`config.mk`:
```
export PLATFORM = sky130hd
export DESIGN_NAME = lcd_cmd_sequencer
export DESIGN_NICKNAME = d
export VERILOG_FILES = /design/src/rtl/lcd_cmd_sequencer.sv
export SDC_FILE = /design/constraint.sdc
export NUM_CORES = 1
export LEC_CHECK = 0
export CAP_MARGIN = 20
export CELL_PAD_IN_SITES_DETAIL_PLACEMENT = 0
export CELL_PAD_IN_SITES_GLOBAL_PLACEMENT = 1
export CORE_MARGIN = 2
export CORE_UTILIZATION = 46
export CTS_CLUSTER_DIAMETER = 30
export DETAILED_ROUTE_END_ITERATION = 8
export DONT_BUFFER_PORTS = 1
export PLACE_DENSITY_LB_ADDON = 0.1
export SYNTH_ARGS = -nofsm -noshare
export SYNTH_HDL_FRONTEND = slang
export SYNTH_SLANG_ARGS = --single-unit
export TNS_END_PERCENT = 100
```
`constraint.sdc`:
```
create_clock -name clk -period 2.5 [get_ports clk]
set_input_delay 0.5 -clock clk [delete_from_list [all_inputs] [get_ports clk]]
set_output_delay 0.5 -clock clk [all_outputs]
set_load 0.005 [all_outputs]
```
`src/rtl/lcd_cmd_sequencer.sv`:
```
// Fetches a 4-bit opcode program from a synchronous command ROM and hands opcodes one at a
// time to the LCD controller, terminating with opcode 15, guarded by a busy/done watchdog.
module lcd_cmd_sequencer #(
  parameter int ADDR_W  = 6,
  parameter int TIMEOUT = 255
) (
  input  logic              clk,
  input  logic              rst,
  input  logic              start,
  output logic              CROM_rd,
  output logic [ADDR_W-1:0] CROM_A,
  input  logic [3:0]        CROM_Q,
  output logic [3:0]        cmd,
  output logic              cmd_valid,
  input  logic              busy,
  input  logic              done,
  output logic              seq_busy,
  output logic              seq_done,
  output logic              err,
  output logic [ADDR_W:0]   issued
);

  localparam logic [3:0]        OP_NOP    = 4'd14;
  localparam logic [3:0]        OP_END    = 4'd15;
  localparam logic [ADDR_W-1:0] LAST_ADDR = '1;
  localparam logic [8:0]        WD_LIMIT  = 9'(TIMEOUT);
  localparam logic [ADDR_W:0]   ISSUED_MAX = '1;

  typedef enum logic [3:0] {
    IDLE, FETCH, LATCH, ISSUE, GUARD, RDYW, DONEW, FINISH, ERROR
  } state_t;

  state_t            state_reg;
  logic [ADDR_W-1:0] ptr_reg;
  logic              last_reg;
  logic [3:0]        op_reg;
  logic [8:0]        wd_reg;
  logic              crom_rd_reg;
  logic [ADDR_W-1:0] crom_a_reg;
  logic [ADDR_W:0]   issued_reg;

  logic       handover;
  logic       wd_clear;
  logic [8:0] wd_inc;
  logic       wd_trip;
  logic       at_last;

  // The controller samples cmd whenever busy is low, so cmd must be the no-op outside hand-over.
  assign handover  = (state_reg == ISSUE) && !busy;
  assign cmd       = handover ? op_reg : OP_NOP;
  assign cmd_valid = handover;

  assign CROM_rd  = crom_rd_reg;
  assign CROM_A   = crom_a_reg;
  assign issued   = issued_reg;
  assign seq_busy = !((state_reg == IDLE) || (state_reg == FINISH) || (state_reg == ERROR));
  assign seq_done = (state_reg == FINISH);
  assign err      = (state_reg == ERROR);
  assign at_last  = (ptr_reg == LAST_ADDR);

  // While waiting for done, the watchdog times the done wait rather than busy.
  always_comb begin
    wd_clear = 1'b0;
    if ((state_reg == IDLE) || (state_reg == FINISH) || (state_reg == ERROR))
      wd_clear = 1'b1;
    else if (state_reg == DONEW)
      wd_clear = done;
    else
      wd_clear = !busy;
    wd_inc  = wd_reg + 9'd1;
    wd_trip = !wd_clear && (wd_inc == WD_LIMIT);
  end

  always_ff @(posedge clk) begin
    if (rst) begin
      state_reg   <= IDLE;
      ptr_reg     <= '0;
      last_reg    <= 1'b0;
      op_reg      <= OP_NOP;
      wd_reg      <= '0;
      crom_rd_reg <= 1'b0;
      crom_a_reg  <= '0;
      issued_reg  <= '0;
    end else begin
      wd_reg      <= wd_clear ? 9'd0 : wd_inc;
      crom_rd_reg <= 1'b0;
      if (wd_trip) begin
        state_reg <= ERROR;
      end else begin
        case (state_reg)
          IDLE: begin
            if (start) begin
              state_reg   <= FETCH;
              ptr_reg     <= '0;
              last_reg    <= 1'b0;
              issued_reg  <= '0;
              crom_rd_reg <= 1'b1;
              crom_a_reg  <= '0;
            end
          end
          FETCH: state_reg <= LATCH;
          LATCH: begin
            last_reg <= at_last;
            if (!at_last)
              ptr_reg <= ptr_reg + 1'b1;
            if (CROM_Q == OP_NOP) begin
              if (at_last) begin
                op_reg    <= OP_END;
                state_reg <= ISSUE;
              end else begin
                state_reg   <= FETCH;
                crom_rd_reg <= 1'b1;
                crom_a_reg  <= ptr_reg + 1'b1;
              end
            end else begin
              op_reg    <= CROM_Q;
              state_reg <= ISSUE;
            end
          end
          ISSUE: begin
            if (!busy) begin
              if (issued_reg != ISSUED_MAX)
                issued_reg <= issued_reg + 1'b1;
              state_reg <= GUARD;
            end
          end
          GUARD: begin
            if (op_reg == OP_END) begin
              state_reg <= DONEW;
            end else if (last_reg) begin
              op_reg    <= OP_END;
              state_reg <= ISSUE;
            end else begin
              state_reg <= RDYW;
            end
          end
          RDYW: begin
            if (!busy) begin
              state_reg   <= FETCH;
              crom_rd_reg <= 1'b1;
              crom_a_reg  <= ptr_reg;
            end
          end
          DONEW: begin
            if (done)
              state_reg <= FINISH;
          end
          default: ;
        endcase
      end
    end
  end

endmodule

```
==> results.md <==
- The distinct cell type count after synthesis is 54.
- The fraction of power consumed by combinational cells is 16.2%.
- The number of placed I/O pins is 31.
- On the critical path, the stage with the largest delay is an instance of or3_4.
- Walking the worst path, the cells encountered are ha_1 > and2_1 > nor2b_1 > a221o_1 > o2111a_1 > or3_4 > o22ai_2.
- For this run, asynchronously set or reset flops after synthesis account for 0%.
- The floorplan has 25 rows.
- The later pin in the worst-skew pair is clocked with a latency of 300 ps.
- For this run, the number of Yosys warnings is 0.
- At the end of routability-driven placement, the weighted congestion stood at 0.790.
- The main flop type after synthesis is dfxtp_1.
- The power share of the clock group is 34.5%.
- The setup check on the worst reg-to-reg path leaves a slack of 220 ps.
- The fraction of layout cells with a size suffix above 1 is 9.59%.
- The finished cells cover 2410 um2.
- The count of flip-flops with a built-in enable after synthesis is 0.
- The worst relative slew slack is 58.5%.
- The sum of net half-perimeters after detailed placement is 3710 um.
- Setup violations remaining at the end of the flow were counted as 0.
- The tree is rooted in a clkbuf_8.
- The cell count of the worst hold path is 1.
- The number of gates resized after CTS was 0.
- The die area is 5430 um2.
- For this run the aggregate overflow at the end of global routing stands at 0.
- At the pin with the least slew margin, the transition time is 621 ps.
- The mapped netlist covers 2230 um2.
- Sequential cells burn 49.2% of the power.
- The number of antenna violations at the first check in global routing is 0.
- In the routed layout, each cell is associated on average with a via count of 5.79.
- The aggregate global-route resource usage is 20.5%.
- The nature of the critical path startpoint is a flip-flop.
- The effective utilization at floorplan is 47.6%.
- The number of nets in the finished design is 304.
- For the worst flop-to-flop path, the logic depth is 7.
- The kind of critical path is flip-flop to flip-flop.
- The placeable core region is 4690 um2.
- The detailed router's first-iteration violation count is 69.
- The setup TNS after final layout is 0 ps.
- The clock tree from TritonCTS is built.
- In the routed design, unresolved DRC markers number 0.
- The share of synthesized area in the top cell type comes to 34.0%.
- In this run, post-CTS hold repair placed 0 buffers.
- The number of global-route vias before repair was 1,859.
- The number of cells produced by synthesis is 289.
- The mean routed wirelength per cell is 15.1 um.
- The die is 73.7 um tall.
- The flip-flop and latch count after synthesis is 38.
- The total of max-cap violations is 0.
- The first-pass iteration count of the detailed router is 4.
- The routed wire length is 5220 um.
- Data on the critical path is required at its endpoint by 2730 ps.
- CTS built an H-tree with a depth of 2.
- Summed over all nets, the switching power comes to 367 uW.
- In this run the remaining antenna-violating nets after routing total 0.
- The classification of the worst-slack hold path is primary input to flip-flop.
- The worst path in the final design needs a cycle of 2280 ps, including I/O delays and setup.
- Counting the buffers created by CTS gives 5.
- Compared with the post-synthesis result, the final layout area differs by 7.73%.
- The reg-to-reg critical path endpoint is ptr_reg[0]$_SDFFE_PP0P_.
- Internal power comes to 926 uW.
- The number of endpoints with negative hold slack in the final report was 0.
- Along the worst path, the maximum fanout reaches 7.
- The repair_antennas step left the layout with diodes totalling 0.
- The post-place instance area is 2320 um2.
- In this run the most critical hold path is launched from rst.
- Dividing total power by cell area gives a power density of 537 nW/um2.
- The worst hold path terminates at issued[1]$_SDFFE_PP0P_.
- The type of destination of the critical path is a flip-flop.
- The largest vdd supply drop is 0.238 mV.
- The number of slew-limit violations in the final report is 0.
- The largest single stage delay on the critical path is 430 ps.
- In this run the horizontal extent of the chip is 73.7 um.
- After clock tree synthesis, the clock-pin slew on the worst setup and hold paths is 80 ps.
- After synthesis, the cell types taking the most area are dfxtp_1 (34%), nor2_1 (6.0%), a21oi_1 (4.7%).
- The flow ran to the end, and the final reports show no timing, DRC or antenna violations.
- The final critical path takes up 91.1% of the cycle.
- Setup repair after global routing left no endpoint under its margin.
- The biggest area contributor in the post-synthesis netlist is dfxtp_1.
- The final clock skew is 8.45 ps.
- The total of buffers placed on input and output ports is 0.
- The share of synthesized area occupied by flip-flops and latches is 34.0%.
- The total setup buffers inserted after CTS is 0.
- Each instance of the synthesized netlist takes up on average 7.73 um2.
- The share of total power consumed by net switching is 28.4%.
- The flip-flop count of the largest register after layout is 9.
- At the worst endpoint, the arrival time is 2510 ps.
- Counting every sink on the clock net gives 38.
- The highest achievable clock rate is 439 MHz.
- The largest net degree at the start of global routing is 31.
- Detailed routing inserted a total of 2,005 vias.
- The deepest clock path buffer count is 2.
- The first global-routing pass estimated 8740 um of wire.
- The net count after synthesis is 302.
- The startpoint identified for the worst register-to-register timing path is wd_reg[0]$_SDFF_PP0_.
- The leakage component of the power is 0.837 nW.
final cells by class:
cell class	instances	area, um2
Timing Repair Buffer	11	82.6
Clock inverter	1	5.00
Tap cell	54	67.6
Clock buffer	7	86.3
Sequential cell	38	761
Multi-Input combinational cell	231	1390
Fill cell	472	2280
Inverter	4	15.0
placed cells by master (no fill, tap or decap), types with 2 or more instances in the layout:
master    synthesis  routed
dfxtp_1          38      38
nor2_1           36      36
nand2_1          26      26
a21oi_1          21      21
o21ai_0          14      14
nand2b_1         12      12
nand3_1          12      12
o21ai_1          11      11
buf_4             1      11
nor3_1           10      10
xor2_1            7       7
nor2b_1           6       6
nor3b_1           6       6
a31oi_1           6       6
clkbuf_8          0       6
a211oi_1          5       5
inv_1             4       4
and2_1            4       4
nand4_1           4       4
and3_1            4       4
ha_1              4       4
or3_1             3       3
mux2i_1           3       3
or2_2             3       3
nand3b_1          2       2
a32oi_1           2       2
o22ai_1           2       2
nor4_1            2       2
o32ai_1           2       2
xnor2_1           2       2
how the worst max path moves through the flow:
stage / start / slack, ps / cells past startpoint / to
after floorplan: wd_reg[0]$_SDFF_PP0_ / 470 / 7 / ptr_reg[0]$_SDFFE_PP0P_
after global placement: wd_reg[0]$_SDFF_PP0_ / 310 / 7 / ptr_reg[0]$_SDFFE_PP0P_
after detailed placement: wd_reg[0]$_SDFF_PP0_ / 250 / 7 / ptr_reg[0]$_SDFFE_PP0P_
after CTS: state_reg[1]$_SDFFE_PP0P_ / 210 / 5 / cmd[0]
after global routing: wd_reg[0]$_SDFF_PP0_ / 60 / 7 / ptr_reg[0]$_SDFFE_PP0P_
final: wd_reg[0]$_SDFF_PP0_ / 220 / 7 / ptr_reg[0]$_SDFFE_PP0P_
critical path, delay by kind of cell (launching register included):
kind                     cells  cell delay [ps]
AO/OA/AOI/OAI                3              850
AND/OR/NAND/NOR              3              690
flip-flops                   1              410
adder cells (fa/ha/maj)      1              270
cells in the mapped netlist (all sizes together) (2+ instances only):
cell type   n
dfxtp      38
nor2       36
nand2      26
o21ai      25
a21oi      21
nand3      13
nand2b     12
nor3       10
buf         8
clkbuf      8
xor2        7
a31oi       6
nor2b       6
nor3b       6
a211oi      5
and2        4
and3        4
ha          4
inv         4
nand4       4
or2         4
or3         4
mux2i       3
nor4        3
o22ai       3
a32oi       2
nand3b      2
nor4b       2
o32ai       2
xnor2       2
through the flow:
stage	setup WS [ps]	utilization, %	hold slack [ps]	total power [mW]	cells
after floorplan	474	-	451	0.815	289
after global placement	306	49.4	468	0.860	338
after detailed placement	252	49.4	484	0.860	338
after CTS	208	51.3	265	1.30	346
after global routing	59.2	51.3	262	1.35	346
final	224	51.3	270	1.29	346
power groups by stage:
stage	Sequential [mW]	Clock, mW	Combinational (mW)
after floorplan	0.645	0	0.170
after global placement	0.650	0	0.210
after detailed placement	0.650	0	0.209
after CTS	0.636	0.451	0.211
after global routing	0.639	0.470	0.238
final	0.636	0.446	0.210
layer usage:
layer  vias to the layer above  part of all wire, %  GRT usage (%)
met1                       930                   49           27.6
li1                       1045                    -              -
met3                         5                  2.7           4.25
met4                         0                  1.2           6.06
met5                         -                    0              0
met2                        25                   47           32.9
cells by family after synthesis:
kind of cell | synth area share [%]
xor gates and xnor gates | 3.53
and+or+nand+nor | 34.4
adders and majority gates | 2.24
DFF | 34.0
muxes | 1.34
AOI/OAI and AO/OA | 20.7
buffers and inverters | 3.75
No activity file was read; power rests on OpenSTA's default activity.
